**config.mk**
```make
export PLATFORM = sky130hd
export DESIGN_NAME = mult_sequencer
export DESIGN_NICKNAME = d
export VERILOG_FILES = /design/src/rtl/mult_sequencer.sv
export SDC_FILE = /design/constraint.sdc
export NUM_CORES = 1
export LEC_CHECK = 0
export CAP_MARGIN = 10
export CELL_PAD_IN_SITES_DETAIL_PLACEMENT = 0
export CELL_PAD_IN_SITES_GLOBAL_PLACEMENT = 1
export CORE_AREA = 2 2 39 41
export CTS_BUF_LIST = sky130_fd_sc_hd__clkbuf_8
export CTS_CLUSTER_SIZE = 10
export DETAILED_ROUTE_END_ITERATION = 16
export DIE_AREA = 0 0 41 43
export PLACE_DENSITY = 0.69
export SLEW_MARGIN = 20
export SYNTH_ARGS = -nofsm -noshare
export SYNTH_HDL_FRONTEND = slang
export SYNTH_SLANG_ARGS = --single-unit
```
**constraint.sdc**
```tcl
create_clock -name clk -period 3.45 [get_ports clk]
set_input_delay 1.035 -clock clk [delete_from_list [all_inputs] [get_ports clk]]
set_output_delay 1.035 -clock clk [all_outputs]
set_load 0.02 [all_outputs]
```
**src/rtl/mult_sequencer.sv**
```systemverilog
// mult_sequencer: control FSM for a shift-and-add multiplier datapath.
// Sequences operand load / product clear, WORD_LENGTH add-shift rounds,
// then a one-cycle ready pulse. abort cancels from any state.
module mult_sequencer #(
  parameter int WORD_LENGTH = 4,
  parameter int CNT_W       = $clog2(WORD_LENGTH) + 1
) (
  input  logic             clk,
  input  logic             reset,
  input  logic             start,
  input  logic             abort,
  input  logic             multiplier_lsb,
  output logic             operand_enable,
  output logic             operand_sync_reset_n,
  output logic             shift_enable,
  output logic             product_enable,
  output logic             product_sync_reset_n,
  output logic [CNT_W-1:0] round,
  output logic             busy,
  output logic             ready
);

  typedef enum logic [1:0] {
    S_IDLE,
    S_LOAD,
    S_RUN,
    S_DONE
  } state_t;

  localparam logic [CNT_W-1:0] LAST_ROUND = CNT_W'(WORD_LENGTH - 1);

  state_t           r_state;
  state_t           w_state_next;
  logic [CNT_W-1:0] r_round;
  logic [CNT_W-1:0] w_round_next;

  // State and round counter registers; async active-low reset to IDLE.
  always_ff @(posedge clk or negedge reset) begin
    if (!reset) begin
      r_state <= S_IDLE;
      r_round <= '0;
    end else begin
      r_state <= w_state_next;
      r_round <= w_round_next;
    end
  end

  // Next-state and next-round logic; abort overrides every transition.
  always_comb begin
    w_state_next = r_state;
    w_round_next = '0;
    case (r_state)
      S_IDLE: begin
        if (start) begin
          w_state_next = S_LOAD;
        end
      end
      S_LOAD: begin
        w_state_next = S_RUN;
      end
      S_RUN: begin
        if (r_round == LAST_ROUND) begin
          w_state_next = S_DONE;
        end else begin
          w_round_next = r_round + CNT_W'(1);
        end
      end
      S_DONE: begin
        w_state_next = S_IDLE;
      end
      default: begin
        w_state_next = S_IDLE;
      end
    endcase
    if (abort) begin
      w_state_next = S_IDLE;
      w_round_next = '0;
    end
  end

  // Output decode from the registered state; product_enable in RUN follows the LSB.
  always_comb begin
    operand_enable       = 1'b0;
    operand_sync_reset_n = 1'b1;
    shift_enable         = 1'b0;
    product_enable       = 1'b0;
    product_sync_reset_n = 1'b1;
    busy                 = 1'b0;
    ready                = 1'b0;
    case (r_state)
      S_LOAD: begin
        operand_enable       = 1'b1;
        product_enable       = 1'b1;
        product_sync_reset_n = 1'b0;
        busy                 = 1'b1;
      end
      S_RUN: begin
        shift_enable   = 1'b1;
        product_enable = multiplier_lsb;
        busy           = 1'b1;
      end
      S_DONE: begin
        ready = 1'b1;
      end
      default: begin
      end
    endcase
  end

  assign round = r_round;

endmodule

```
# Word level (Yosys, flattened, before mapping)
# Index checks and enable logic that the tools add are counted.
# W data, S select, Z words.
[op_classes]
n_reduce_logical = 3
n_mux = 13
add_sub_neg = 1
eq_ne = 6
[op_table]
columns = ["cell", "n"]
rows = [
  ["$mux W3", 3],
  ["$pmux W2 S4", 1],
  ["$mux W2", 3],
  ["$ne A3 B3 Y1 const B", 2],
  ["$mux W1", 5],
  ["$eq A2 B2 Y1 const B", 2],
  ["$add A3 B1 Y3 const B", 1],
  ["$eq A3 B2 Y1 const B", 1],
  ["$eq A2 B1 Y1 const B", 1],
  ["$logic_not A2 Y1", 1],
  ["$pmux W1 S2", 1],
  ["$reduce_and A2 Y1", 1],
  ["$reduce_or A2 Y1", 1],
]
[totals]
reg_bits = 5
word_cells = 25
input_bits = 5
out_inout_bits = 10

# Logic depth before layout (Yosys ltp)
# Gate-level depths: netlist (run 1).
[logic_depth]
ltp_word = 4
ltp_mapped = 5
mapped_depth_nobuf = 5

# Least setup slack after synthesis (run 1)
# Ideal clock, no wire load.
[synth_timing]
path_type = "input to output"
from = "input multiplier_lsb"
to = "output product_enable"
cell_stages = 2
path_buffers = 0
arrival_ns = 1.381
required_time_ns = 2.415
slack_ns = 1.034
path_cell_list = "a21oi_1 > nor2_1"
[synth_via]
elab_chain_cells = 1
[synth_rtl]
columns = ["item", "line", "text"]
rows = [
  ["start, declared", "12", "input logic multiplier_lsb,"],
  ["$pmux W1 S2", "90", "case (r_state)"],
  ["end, declared", "16", "output logic product_enable,"],
]
# No other way between the ends.

# Final worst setup path (run 1)
# Same ends and word-level chain as after synthesis.

==> results of run 1 <==
-- report_power, final --
group	internal (W)	total, W	leakage (nW)	switching (W)
sequential	0.0000712	0.0000830	0.0680	0.0000119
clock	0.0000760	0.000101	0.0269	0.0000253
combinational	0.000104	0.000216	0.148	0.000112
-- per-layer routing --
layer | wire length, um | up-vias | GRT usage, % | part of all wire, %
met5 | 0 | - | 0 | 0
met4 | 0 | 0 | 6.00 | 0
li1 | - | 132 | - | -
met2 | 298 | 6 | 11.3 | 50
met3 | 29 | 0 | 4.71 | 4.8
met1 | 269 | 113 | 11.6 | 45
-- logic make-up (layout without fill, tap and decap cells) --
| group | count (synthesis) | count (layout) | synth area share (%) |
|---|---|---|---|
| AND/OR/NAND/NOR | 10 | 10 | 21.3 |
| adder cells (fa/ha/maj) | 5 | 5 | 19.0 |
| flip-flops | 5 | 5 | 38.0 |
| buffers and inverters | 5 | 21 | 6.84 |
| AO/OA/AOI/OAI | 4 | 4 | 10.3 |
| other | 1 | 1 | 1.14 |
| multiplexers | 1 | 1 | 3.42 |
-- synth_stat cells --
| cell type | instances | area, um2 |
|---|---|---|
| and2_1 | 1 | 6.26 |
| nor2b_1 | 2 | 12.5 |
| nor3b_1 | 1 | 7.51 |
| nand2b_4 | 1 | 13.8 |
| nor4bb_1 | 1 | 10.0 |
| a2111oi_2 | 1 | 15.0 |
| conb_1 | 1 | 3.75 |
| inv_1 | 4 | 15.0 |
| mux2_2 | 1 | 11.3 |
| buf_4 | 1 | 7.51 |
| a211o_1 | 1 | 8.76 |
| dfrtp_1 | 5 | 125 |
| and3b_1 | 1 | 8.76 |
| a21oi_1 | 2 | 10.0 |
| nor2_1 | 3 | 11.3 |
| ha_1 | 5 | 62.6 |
-- worst register-to-register path, stage by stage (launching register included) --
cell	delay (ps)
dfrtp_1	380
inv_1	90
ha_1	190
nor2b_1	150
a21oi_1	130
mux2_2	350
-- flip-flops by register name (all words and copies together), names as in the netlist --
register	cells
round	3
r_state	2
-- final cells by class --
type / count / area [um2]
repair buffers: 13 / 130
clock inverters: 1 / 3.75
flip-flops and latches: 5 / 125
multi-input cells: 21 / 181
well taps: 16 / 20.0
clock buffers: 3 / 41.3
inverters: 4 / 15.0
fillers: 147 / 867
-- worst max-delay path by stage --
stage	cells past startpoint	to	slack (ps)
6_report	4	product_enable	170
5_1_grt	4	product_enable	110
4_1_cts	4	product_enable	160
3_5_place_dp	4	product_enable	170
3_3_place_gp	4	product_enable	180
2_1_floorplan	2	product_enable	1030
-- stage by stage --
step                      utilization [%]  hold WS, ps  instance area [um2]  total power, W
final                                37.3          452                  517        0.000400
after global routing                 37.3          501                  517        0.000429
after CTS                            37.3          457                  517        0.000408
after detailed placement             34.1          452                  472        0.000304
after global placement               34.1          461                  472        0.000305
after floorplan                         -          512                  329        0.000218
==> out/results.tsv, run 1 <==
metric	value	unit
status	finished, final reports clean	
numCtsBuffers	3	
fmax	305	MHz
synth_seq_area_share	38.0	%
first_global_vias	255	
crit_slowest_cell	clkdlybuf4s50_1	
initial_utilization	23.8	%
cts_sinks	5	
ctsHoldBuffers	0	
io_pins	15	
most-common-layout-cells	clkdlybuf4s50_1 (13), inv_1 (5), ha_1 (5), dfrtp_1 (5)	
die-width	41	um
viasPerCell	3.98	
row_count	14	
grt_max_degree	7	
clkTransAtPathRegs	30	ps
rr_worst_depth	5	
dp_slack	170	ps
synth_cell_types	16	
worstPathArrival	2250	ps
die_area	1760	um2
pwr_density_cell	775	nW/um2
drtAntennaViolNets	0	
holdPathStages	1	
rsz0062_at_grt	false	
p_leak	0.243	nW
syn_inst	31	
period_share	95.1	%
syn_area	329	um2
cp_data_required_time	2410	ps
reg2reg_from	r_state[0]	
reg2reg_slack	2050	ps
critPathBufInv	2	
min_path_type	reg -> reg	
placement.io_buffers	13	
skew	0.321	ps
crit_type	in -> out	
grt_pass1_wl	1040	um
hpwl	521	um
cts.repair.resized	0	
drtIter0Drc	3	
finalSetupViolCount	0	
period_needed	3280	ps
grt_antenna_before_repair	0	
grt_use_total	9.01	%
drtPass1Iterations	2	
ys_seq_elements	5	
slew_violations	0	
path_cells	clkdlybuf4s50_1 > a21oi_1 > nor2_1 > clkdlybuf4s50_1	
endpoint_kind	output pin	
ctsHtreeMaxLevel	1	
num_antenna_cells	0	
drt-total-wl	598	um
drv_cap	0	
routabilityCongestion	0.643	
worstHoldStart	round[0]	
syn-num-nets	41	
num_vias	251	
r2r_end	r_state[0]	
core_area	1380	um2
root_buffer	clkbuf_8	
peakVddDrop	0.235	mV
startpoint	multiplier_lsb	
drc	0	
routedWlPerCell	9.49	um
dpl.cell_count	59	
min_to	round[0]	
cts_setup_buffers	0	
grt.overflow.total	0	
cts_tree	built	
fin_cells	63	
path_delay_family	buffers and inverters	
layout_commonest_cell	clkdlybuf4s50_1	
clk_latency	220	ps
hold_viol_final	0	
drive_gt1_share	12.8	%
yosys_warnings	0	
fin_ws	168	ps
clock_path_buffers	2	
cp_max_fo	1	
die_h	43	um
slowest_delay	600	ps
critPathLaunchType	primary input	
tns	0	ps
synth_area_per_cell	10.6	um2
cpMostUsedCell	clkdlybuf4s50_1	
syn2layout_area_growth	57.0	%
fin_nets	58	
Power figures use the tool's default switching activity.
==> inputs of run 2 (changes only) <==
CAP_MARGIN = not set   (was 10)
TNS_END_PERCENT = 30   (was not set)
==> results of run 2 <==
No change in the layout: final DEF, timing and power equal those of run 1.
